## src/rtl/bram_fifo_ctrl.sv

```systemverilog
// bram_fifo_ctrl: turns one single-port READ_FIRST BRAM into a synchronous FIFO.
// Push and pop share the BRAM port, one op per cycle, with an alternating
// priority under contention. A 2-entry output buffer hides the 1-cycle read
// latency so the head word is always registered on m_data.
module bram_fifo_ctrl #(
  parameter int unsigned DATA_WIDTH = 16,
  parameter int unsigned ADDR_WIDTH = 9
) (
  input  logic                  clk,
  input  logic                  rst_n,
  input  logic                  s_valid,
  output logic                  s_ready,
  input  logic [DATA_WIDTH-1:0] s_data,
  output logic                  m_valid,
  input  logic                  m_ready,
  output logic [DATA_WIDTH-1:0] m_data,
  output logic [ADDR_WIDTH+1:0] count,
  output logic                  full,
  output logic                  empty,
  output logic                  bram_we,
  output logic [ADDR_WIDTH-1:0] bram_addr,
  output logic [DATA_WIDTH-1:0] bram_din,
  input  logic [DATA_WIDTH-1:0] bram_dout
);

  localparam logic [ADDR_WIDTH:0] MEM_FULL = {1'b1, {ADDR_WIDTH{1'b0}}};

  logic [ADDR_WIDTH-1:0] wr_ptr_q, wr_ptr_d;
  logic [ADDR_WIDTH-1:0] rd_ptr_q, rd_ptr_d;
  logic [ADDR_WIDTH:0]   mem_cnt_q, mem_cnt_d;
  logic                  rd_inflight_q, rd_inflight_d;
  logic [DATA_WIDTH-1:0] ob0_q, ob0_d;
  logic [DATA_WIDTH-1:0] ob1_q, ob1_d;
  logic [1:0]            ob_cnt_q, ob_cnt_d;
  logic                  prio_rd_q, prio_rd_d;
  // Holds s_ready low during reset and for the first cycle after release.
  logic                  ready_en_q;

  logic rd_elig;
  logic grant_wr;
  logic grant_rd;
  logic contend;
  logic pop;

  // Port arbitration and status flags, all derived from registered state.
  always_comb begin
    full      = (mem_cnt_q == MEM_FULL);
    rd_elig   = (mem_cnt_q != '0) && ((ob_cnt_q + {1'b0, rd_inflight_q}) < 2'd2);
    s_ready   = ready_en_q && !full && (!rd_elig || !prio_rd_q);
    grant_wr  = s_valid && s_ready;
    grant_rd  = rd_elig && !grant_wr;
    contend   = s_valid && ready_en_q && !full && rd_elig;
    bram_we   = grant_wr;
    bram_addr = grant_wr ? wr_ptr_q : rd_ptr_q;
    bram_din  = s_data;
    m_valid   = (ob_cnt_q != 2'd0);
    m_data    = ob0_q;
    pop       = m_valid && m_ready;
    count     = {1'b0, mem_cnt_q}
              + {{(ADDR_WIDTH+1){1'b0}}, rd_inflight_q}
              + {{ADDR_WIDTH{1'b0}}, ob_cnt_q};
    empty     = (count == '0);
  end

  // Next-state for pointers, occupancy, priority and the output buffer.
  always_comb begin
    wr_ptr_d      = wr_ptr_q;
    rd_ptr_d      = rd_ptr_q;
    mem_cnt_d     = mem_cnt_q;
    rd_inflight_d = grant_rd;
    prio_rd_d     = prio_rd_q;
    ob0_d         = ob0_q;
    ob1_d         = ob1_q;
    ob_cnt_d      = ob_cnt_q;

    if (grant_wr) begin
      wr_ptr_d  = wr_ptr_q + ADDR_WIDTH'(1);
      mem_cnt_d = mem_cnt_q + (ADDR_WIDTH+1)'(1);
    end else if (grant_rd) begin
      rd_ptr_d  = rd_ptr_q + ADDR_WIDTH'(1);
      mem_cnt_d = mem_cnt_q - (ADDR_WIDTH+1)'(1);
    end

    if (contend) begin
      prio_rd_d = !prio_rd_q;
    end

    // ob0 is always the head; a pop shifts ob1 down, a capture fills the
    // first free slot after any shift, so order holds when both coincide.
    case ({pop, rd_inflight_q})
      2'b10: begin
        ob0_d    = ob1_q;
        ob_cnt_d = ob_cnt_q - 2'd1;
      end
      2'b01: begin
        if (ob_cnt_q == 2'd0) ob0_d = bram_dout;
        else                  ob1_d = bram_dout;
        ob_cnt_d = ob_cnt_q + 2'd1;
      end
      2'b11: begin
        if (ob_cnt_q == 2'd1) begin
          ob0_d = bram_dout;
        end else begin
          ob0_d = ob1_q;
          ob1_d = bram_dout;
        end
      end
      default: ;
    endcase
  end

  // State registers; an in-flight read is dropped on reset.
  always_ff @(posedge clk or negedge rst_n) begin
    if (!rst_n) begin
      wr_ptr_q      <= '0;
      rd_ptr_q      <= '0;
      mem_cnt_q     <= '0;
      rd_inflight_q <= 1'b0;
      ob0_q         <= '0;
      ob1_q         <= '0;
      ob_cnt_q      <= '0;
      prio_rd_q     <= 1'b1;
      ready_en_q    <= 1'b0;
    end else begin
      wr_ptr_q      <= wr_ptr_d;
      rd_ptr_q      <= rd_ptr_d;
      mem_cnt_q     <= mem_cnt_d;
      rd_inflight_q <= rd_inflight_d;
      ob0_q         <= ob0_d;
      ob1_q         <= ob1_d;
      ob_cnt_q      <= ob_cnt_d;
      prio_rd_q     <= prio_rd_d;
      ready_en_q    <= 1'b1;
    end
  end

endmodule

```

## config.mk

```make
export PLATFORM = sky130hd
export DESIGN_NAME = bram_fifo_ctrl
export DESIGN_NICKNAME = d
export VERILOG_FILES = /design/src/rtl/bram_fifo_ctrl.sv
export SDC_FILE = /design/constraint.sdc
export NUM_CORES = 1
export LEC_CHECK = 0
export CAP_MARGIN = 20
export CORE_ASPECT_RATIO = 1.2
export CORE_MARGIN = 1
export CORE_UTILIZATION = 50
export CTS_BUF_LIST = sky130_fd_sc_hd__clkbuf_8
export CTS_CLUSTER_DIAMETER = 40
export DETAILED_ROUTE_END_ITERATION = 6
export GPL_TIMING_DRIVEN = 0
export PLACE_DENSITY_LB_ADDON = 0.1
export SLEW_MARGIN = 0
export SYNTH_ARGS = -nofsm -noshare
export SYNTH_HDL_FRONTEND = slang
export SYNTH_SLANG_ARGS = --single-unit
```

## constraint.sdc

```tcl
create_clock -name clk -period 4.1 [get_ports clk]
set_input_delay 0.82 -clock clk [delete_from_list [all_inputs] [get_ports clk]]
set_output_delay 0.82 -clock clk [all_outputs]
set_load 0.01 [all_outputs]
```

-- Yosys cells after proc, flatten, opt, wreduce, memory -nomap -nowiden
Index checks and enable logic that the tools add are counted.
W data, S select, Z words.
- memories kept: 0
- ROM bits: 0
- bits in writable memories: 0
- output and inout port bits: 57
- bits in latches: 0
- register bits: 65
- word-level logic and storage cells: 63
- input port bits: 36
- eq/ne operators: 8
- muxes and demuxes: 10
- reduce and logical (&&, ||, !) cells: 25
- add/subtract/negate cells: 9
- bitwise operators: 1
- shift operators: 0
- $mul: 0
- magnitude comparators: 1
- div/mod/pow operators: 0
- operators with widths (operator ; number):
    $mux W16 ; 4
    $pmux W16 S3 ; 1
    $pmux W16 S2 ; 1
    $mux W10 ; 2
    $add A9 B1 Y9 const B ; 2
    $add A10 B1 Y11 ; 1
    $add A11 B2 Y11 ; 1
    $logic_not A11 Y1 ; 1
    $add A10 B1 Y10 const B ; 1
    $eq A10 B10 Y1 const B ; 1
    $reduce_bool A10 Y1 ; 1
    $sub A10 B1 Y10 const B ; 1
    $logic_and A1 B1 Y1 ; 9
    $mux W9 ; 1
    $reduce_bool A2 Y1 ; 4
    $ne A2 B2 Y1 const B ; 3
    $eq A2 B1 Y1 const B ; 2
    $eq A2 B2 Y1 const B ; 2
    $logic_not A1 Y1 ; 4
    $pmux W2 S2 ; 1
    $reduce_and A2 Y1 ; 2
    $reduce_and A3 Y1 ; 1
    $reduce_bool A3 Y1 ; 1
    $add A2 B1 Y2 ; 1
    6 further kinds ; 6

-- Logic depth before layout (Yosys ltp)
Gate-level depths: netlist of the first run.
- depth after elaboration: 11
- depth in mapped cells: 13
- depth with buffers taken out: 12

-- Worst setup path before layout of the first run
Ideal clock, no wire load.
- path type: reg-to-reg
- start point: register mem_cnt_q[7]
- end point: register mem_cnt_q[8]
- setup time: 129 ps
- stages on the path, launching flop included: 13
- arrival time: 3410 ps
- data required time: 3971 ps
- slack: 562 ps
- cells stage by stage: dfrtp_1 or4_4 nor3_1 nand2_1 nand4_4 clkbuf_1 ha_1 nor2b_1 o31a_1 or4_1 a31oi_1 xor2_1 a21oi_1
- longest elaborated chain between the ends: 9
- RTL lines (what ; line ; text):
    start, declared ; 30 ; logic [ADDR_WIDTH:0] mem_cnt_q, mem_cnt_d;
    start signal, assigned ; 127 ; mem_cnt_q <= mem_cnt_d;
    parallel branches: the longest is 9 deep, another holds $sub A10 B1 Y10 ; n/a ;
Several ways; the timed one is not identified. The select of a mux whose other input is x is not followed.
A chain may end at the register's enable or synchronous reset.

-- Worst setup path after layout of the first run
- start point: register mem_cnt_q[7]
- end point: output port bram_addr[3]
- longest elaborated chain between the ends: 7
- RTL lines (what ; line ; text):
    $reduce_bool A10 Y1 ; 48 ; rd_elig = (mem_cnt_q != '0) && ((ob_cnt_q + {1'b0, rd_inflight_q}) < 2'd2);
    $logic_and A1 B1 Y1 ; 48 ;
    $logic_not A1 Y1 ; 49 ; s_ready = ready_en_q && !full && (!rd_elig || !prio_rd_q);
    $logic_or A1 B1 Y1 ; 49 ;
    $logic_and A1 B1 Y1 * ; 49 ;
    $logic_and A1 B1 Y1 * ; 50 ; grant_wr = s_valid && s_ready;
    $mux W9 * ; 54 ; bram_addr = grant_wr ? wr_ptr_q : rd_ptr_q;
    end, declared ; 21 ; output logic [ADDR_WIDTH-1:0] bram_addr,
Every way passes the cells marked *; elsewhere a longest branch is shown, timed or not.

==> metrics.md, run 1 <==
| Metric | Value |
|---|---|
| Outcome | `finished, final reports clean` |
| Crit path DAT | `3.10 ns` |
| Max-Cap Viols | `0` |
| Hold Crit Class | `reg2reg` |
| Area Growth Syn to Fin | `29.7%` |
| First DRT Iteration DRCs | `77` |
| Period utilisation layout | `95.7%` |
| Detailed Routing Iterations Pass 1 | `4` |
| Logic pwr share | `57.7%` |
| First-pass GRT wire length | `12.4 mm` |
| FFs w/ async S/R, synth | `100%` |
| Clock group share of total power | `12.5%` |
| Routed WL per cell | `14.0 microns` |
| Syn avg cell area | `9.93 sq um` |
| Die area | `7740 sq um` |
| CTS Buffer Depth | `2` |
| Met1 usage | `24.5%` |
| Post-layout min period | `3.92 ns` |
| Warnings, synthesis | `0` |
| Clock latency on the worst-skew pair | `0.34 ns` |
| Sink Count | `65` |
| Mapped cell area | `3690 sq um` |
| I/O Pins | `93` |
| Number of flops mapped to enable cells by yosys | `0` |
| H-tree Lvls | `3` |
| GRT overflow | `0` |
| Core Box Area | `6980 sq um` |
| Inserted Diodes | `0` |
| Peak VDD IR | `0.560 mV` |
| Worst hold slack | `0.471 ns` |
| CTS tree | `done` |
| Critical path type | `reg2out` |
| Clk root buf | `clkbuf_8` |
| Largest net degree at the start of global routing | `66` |
| Cells after Synth | `372` |
| Setup crit end kind | `output pin` |
| Post-route setup TNS | `0 ns` |
| Total CTS buffers | `9` |
| DP HPWL | `5.81 mm` |
| Vias in the first global route | `2775` |
| Final ANT Viol Nets | `0` |
| Slew Viols, Final | `0` |
| DR DRC count | `0` |
| Crit-path max FO | `11` |
| Gr usage total | `21.0%` |
| Power Internal | `2450 uW` |
| Pre-CTS setup slack | `-0.0512 ns` |
| Pwr Density | `867 nW/um^2` |
| GR met3 Demand/Resource | `3.13%` |
| PortBufs | `76` |
| Cell Rows | `33` |
| RSZ-0062 raised after global routing | `no` |
| Ys flop type | `dfrtp_1` |
| Vias | `2889` |
| Library cells used by synthesis | `45` |
| Max Clk Rate | `255 MHz` |
| Slew headroom | `46.9%` |
| Gpl congestion | `0.909` |
| Drt total wl | `7.76 mm` |
| Flops & latches, synth | `65` |
| Hold Violations, Final | `0` |
| Post-synthesis sequential area ratio | `44.1%` |
| Chip Height | `96.2 microns` |
| GR peak layer | `met2` |
| Worst-Margin Slew | `0.796 ns` |
| Switching share of power | `40.9%` |
| Part of the power in registers | `29.8%` |
| Total power draw | `4150 uW` |
| Worst Skew | `0.00734 ns` |
| Proportion of layout cells with a drive suffix above 1 | `16.5%` |
| Final setup fails | `0` |
| Initial Util | `52.9%` |
| Die Span X | `80.5 microns` |
| Antenna violations before repair | `0` |
| Worst EP required | `3.28 ns` |
| Hold buffers post-CTS | `0` |
| M2 GR Usage | `37.8%` |
| R2R setup slack | `0.24 ns` |
| Syn Nets | `426` |
| Switching power | `1700 uW` |
| Clk slew on worst S/H paths | `0.07 ns` |
| Final nets | `515` |
| Drt via density | `5.22` |
| Startpoint types | `flip-flop` |
| Final worst-path setup slack | `0.175 ns` |
| Leak | `0.00216 uW` |
## stage by stage
step           area [sq um]  instances  util [%]
3_5_place_dp           4560        535      65.4
6_report               4790        553      68.7
3_3_place_gp           4560        535      65.4
4_1_cts                4770        552      68.4
2_1_floorplan          3690        372         -
5_1_grt                4790        553      68.7
## power groups by stage
stage               Clock [uW]  Sequential, uW  Combinational (uW)
finish                     519            1240                2400
global route               563            1280                2660
CTS                        532            1230                2400
detailed placement           0            1240                2370
global placement             0            1230                2300
floorplan                    0            1210                1550
## worst max-delay path: stages (launching register included)
cell             delay (ns)
dfrtp_1                0.50
or4_4                  0.55
or3_4                  0.37
nand3_2                0.12
nand4_4                0.13
clkinv_2               0.14
buf_2                  0.27
nand2_1                0.09
nand2_1                0.06
clkdlybuf4s50_1        0.53
## cell families (layout without fill, tap and decap cells)
group / count (synthesis) / count (layout) / share of synthesized area [%]
mux: 25 / 25 / 7.48
fa+ha+maj: 18 / 18 / 6.71
compound gates: 68 / 68 / 11.1
flops: 65 / 65 / 44.1
simple gates: 118 / 118 / 16.2
xor+xnor: 35 / 35 / 8.30
buf+inv: 42 / 136 / 6.03
other cells: 1 / 1 / 0.101
## state kept, by name, indices dropped and copies added (netlist names)
signal         count
ob1_q             16
prio_rd_q          1
rd_inflight_q      1
ready_en_q         1
rd_ptr_q           9
mem_cnt_q         10
wr_ptr_q           9
m_data            16
ob_cnt_q           2
## cells in the final DEF (no fill, tap or decap), drive strengths merged, types with 3 or more instances in the layout
| master | n |
|---|---|
| dfrtp | 64 |
| nand4 | 9 |
| a22oi | 16 |
| o21ai | 24 |
| or3 | 4 |
| mux2 | 21 |
| clkinv | 4 |
| nand3 | 6 |
| buf | 22 |
| fa | 3 |
| clkdlybuf4s50 | 74 |
| clkbuf | 19 |
| mux2i | 4 |
| nand2 | 65 |
| a21oi | 16 |
| xnor2 | 24 |
| inv | 15 |
| nor3 | 6 |
| nor2b | 4 |
| xor2 | 11 |
| nor2 | 10 |
| and3 | 4 |
| ha | 15 |
| nand2b | 5 |
## Yosys cell counts (5+ instances only)
master	count	area share [%]
dfrtp_1	64	43
nand2_1	64	6.5
xor2_1	11	2.6
inv_1	14	1.4
nand2b_1	5	0.85
clkbuf_1	8	0.81
a21oi_1	16	2.2
nand4_1	7	1.2
nor3_1	5	0.68
o21ai_0	24	3.3
buf_4	16	3.3
mux2_2	21	6.4
a22oi_1	16	3.3
xnor2_1	24	5.7
nor2_1	10	1.0
nand3_1	5	0.68
ha_1	15	5.1
## per-layer routing
layer | share of wire, % | vias to the layer above
li1 | - | 1448
met1 | 43 | 1369
met2 | 51 | 61
met3 | 3.9 | 11
met4 | 1.3 | 0
met5 | 0 | -
## path summary, 6_finish.rpt
kind / end / startpoint / cells after the start
worst max-delay path: bram_addr[3] / mem_cnt_q[7] / 9
worst min-delay path: wr_ptr_q[8] / wr_ptr_q[8] / 1
worst max register to register: mem_cnt_q[8] / mem_cnt_q[7] / 12
worst min register to register: wr_ptr_q[8] / wr_ptr_q[8] / 1
max in group asynchronous: rd_inflight_q / rst_n / 1
min in group asynchronous: m_data[12] / rst_n / 1
## cell type report
class                   count  area, sq um
fillers                   576         2190
clock buffers              11          151
flip-flops and latches     65         1630
clock inverters             5         38.8
repair buffers             78          776
well taps                  87          109
plain buffers              27          166
multi-input cells         265         1860
inverters                  15         57.6
## timing repair
action,CTS,global route
pin swaps,1,0
setup endpoints to repair,11,2
resized for setup,5,5
hold endpoints to repair,0,0
buffers inserted,1,1
Note: power is estimated with default switching activity, not from simulation.
==> run 2: changes to the inputs <==
--- a/config.mk
+++ b/config.mk
@@ -9,7 +9,6 @@
 export CORE_ASPECT_RATIO = 1.2
 export CORE_MARGIN = 1
 export CORE_UTILIZATION = 50
-export CTS_BUF_LIST = sky130_fd_sc_hd__clkbuf_8
 export CTS_CLUSTER_DIAMETER = 40
 export DETAILED_ROUTE_END_ITERATION = 6
 export GPL_TIMING_DRIVEN = 0
==> results of run 2 <==
The final DEF is identical to that of run 1; final timing and power are the same.
==> run 3: changes to the inputs <==
--- a/config.mk
+++ b/config.mk
@@ -8,7 +8,8 @@
 export CAP_MARGIN = 20
 export CORE_ASPECT_RATIO = 1.2
 export CORE_MARGIN = 1
-export CORE_UTILIZATION = 50
+export CORE_UTILIZATION = 51
+export CTS_BUF_LIST = sky130_fd_sc_hd__clkbuf_8
 export CTS_CLUSTER_DIAMETER = 40
 export DETAILED_ROUTE_END_ITERATION = 6
 export GPL_TIMING_DRIVEN = 0
==> run 3 against run 2 <==
  * Total power rose by 2.6%
  * Global-route usage rose by 0.93 points
  * Worst hold slack improved by 0.011 ns
  * Count of clock-buffer cells in the layout shrank 1
  * Largest power group unchanged
==> metrics.md, run 3 (synthesis results as in run 1) <==
| Metric | Value |
|---|---|
| Outcome | `finished, final reports clean` |
| Setup crit end kind | `output pin` |
| Clock latency on the worst-skew pair | `0.33 ns (about the same)` |
| Area after DPL | `4560 sq um (unchanged)` |
| Die Span X | `79.7 microns (-0.96%)` |
| Critical Path Most Common Cell | `nand2_1` |
| Sink Count | `65 (unchanged)` |
| Final ANT Viol Nets | `0 (unchanged)` |
| Hold path endpoint | `m_data[12]` |
| RR Startpoint | `mem_cnt_q[7]` |
| R2R setup slack | `0.26 ns (+0.02 ns)` |
| CTS tree | `done` |
| Worst-Margin Slew | `0.810 ns (+0.0137 ns)` |
| GRT overflow | `0 (unchanged)` |
| Max Clk Rate | `255 MHz (+0.25%)` |
| Worst hold slack | `0.482 ns (+0.0111 ns)` |
| Clk root buf | `clkbuf_8` |
| Hold Violations, Final | `0 (unchanged)` |
| Worst EP required | `3.28 ns (about the same)` |
| Startpoint types | `flip-flop` |
| Hold Crit Class | `reg2reg` |
| RSZ-0062 raised after global routing | `no` |
| Max-Cap Viols | `0 (unchanged)` |
| Final setup fails | `0 (unchanged)` |
| CP max-delay cell | `or4_4` |
| First DRT Iteration DRCs | `94 (+22%)` |
| Core Box Area | `6940 sq um (-0.59%)` |
| Min-Delay Path Depth | `2 (+1)` |
| CTS Buffer Depth | `2 (unchanged)` |
| Detailed Routing Iterations Pass 1 | `4 (unchanged)` |
| Period utilisation layout | `95.5% (-0.24 points)` |
| Most common cell after layout, fill and taps aside | `clkdlybuf4s50_1` |
| I/O Pins | `93 (unchanged)` |
| Slew Viols, Final | `0 (unchanged)` |
| Proportion of layout cells with a drive suffix above 1 | `16.2% (-0.32 points)` |
| Gpl congestion | `0.864 (-4.9%)` |
| Drt total wl | `7.70 mm (-0.70%)` |
| Most frequent cells in the layout | `clkdlybuf4s50_1 (74), nand2_1 (64), dfrtp_1 (63)` |
| Vias in the first global route | `2790 (+0.54%)` |
| DP HPWL | `5.71 mm (-1.8%)` |
| Peak VDD IR | `0.520 mV (-7.1%)` |
| Setup crit start | `mem_cnt_q[7]` |
| Routed WL per cell | `13.9 microns (-1.2%)` |
| Chip Height | `95.2 microns (-0.96%)` |
| Critical path's largest stage delay | `0.55 ns (about the same)` |
| Area Growth Syn to Fin | `31.1%` |
| First-pass GRT wire length | `12.9 mm (+4.0%)` |
| Die area | `7590 sq um (-1.9%)` |
| Final instance area | `4840 sq um (+1.0%)` |
| Largest net degree at the start of global routing | `66 (unchanged)` |
| R2R Path End | `mem_cnt_q[8]` |
| Clk slew on worst S/H paths | `0.08 ns (about the same)` |
| CP cell instances | `or4_4 > or3_4 > nand3_2 > nand4_4 > clkinv_2 > buf_2 > nand2_1 > nand2_1 > clkdlybuf4s50_1` |
| Cell Rows | `33 (unchanged)` |
| Worst Reg-to-Reg Cells | `12 (unchanged)` |
| Vias | `2904 (+0.52%)` |
| Crit-path max FO | `11 (unchanged)` |
| Initial Util | `53.3% (+0.32 points)` |
| H-tree Lvls | `3 (unchanged)` |
| Core Util, Final | `69.8% (+1.1 points)` |
| Critical path type | `reg2out` |
| Worst Skew | `0.00710 ns (-0.000234 ns)` |
| Gr usage total | `21.9% (+0.93 points)` |
| Crit path DAT | `3.09 ns (about the same)` |
| Pwr Density | `880 nW/um^2 (+1.5%)` |
| PortBufs | `76 (unchanged)` |
| Post-layout min period | `3.91 ns (-0.00965 ns)` |
| Post-Place Cells | `535 (unchanged)` |
| Leak | `0.00219 uW (+1.6%)` |
| Total CTS buffers | `9 (unchanged)` |
| Hold buffers post-CTS | `0 (unchanged)` |
| Drt via density | `5.22 (about the same)` |
| Inserted Diodes | `0 (unchanged)` |
| Slew headroom | `46.0% (-0.91 points)` |
| Final std cells w/o fill | `556 (+0.54%)` |
| Hold Crit Start | `m_data[12]` |
| Final nets | `518 (+0.58%)` |
| DR DRC count | `0 (unchanged)` |
| Antenna violations before repair | `0 (unchanged)` |
run 3: area by class of cell:
class,count,area [sq um]
Buffer,27,166
Clock buffer,10,138
Clock inverter,6,90.1
Fill cell,589,2090
Inverter,15,57.6
Multi-Input combinational cell,265,1850
Sequential cell,65,1630
Tap cell,87,109
Timing Repair Buffer,81,798
run 3: worst max-delay path by stage:
stage                        end  cells after the start
CTS                        empty                      9
global route        bram_addr[1]                      9
detailed placement  mem_cnt_q[8]                     12
finish              bram_addr[1]                      9
global placement    mem_cnt_q[8]                     12
floorplan           mem_cnt_q[8]                     12
run 3: report_power, final:
part	switching, uW	internal [uW]	total (uW)
Clock	257	361	618
Combinational	1160	1250	2420
Sequential	271	956	1230
Total	1690	2570	4260
run 3: what timing repair did:
action / 4_1_cts / 5_1_grt
setup buffers: 1 / 4
resized for setup: 3 / 3
pin swaps: 1 / 0
setup endpoints to repair: 11 / 2
run 3: worst max-delay path, delay by kind of cell, from the launching register on:
family	cells	cell delay, ns
buffers and inverters	3	0.94
and+or+nand+nor	6	1.33
DFF	1	0.49
run 3: metal layers:
metal / share of wire [%] / GRT usage, % / up-vias
li1: - / - / 1448
met1: 45 / 27.4 / 1387
met2: 50 / 37.8 / 61
met3: 3.6 / 3.83 / 8
met4: 1.3 / 8.03 / 0
met5: 0 / 0 / -
run 3: stage by stage:
step,TNS (ns),total power [uW],setup slack (ns)
6_report,0,4260,0.185
5_1_grt,0,4620,0.0354
4_1_cts,-0.0769,4260,-0.0769
3_5_place_dp,0,3600,0.0232
3_3_place_gp,0,3530,0.0685
2_1_floorplan,0,2770,0.562
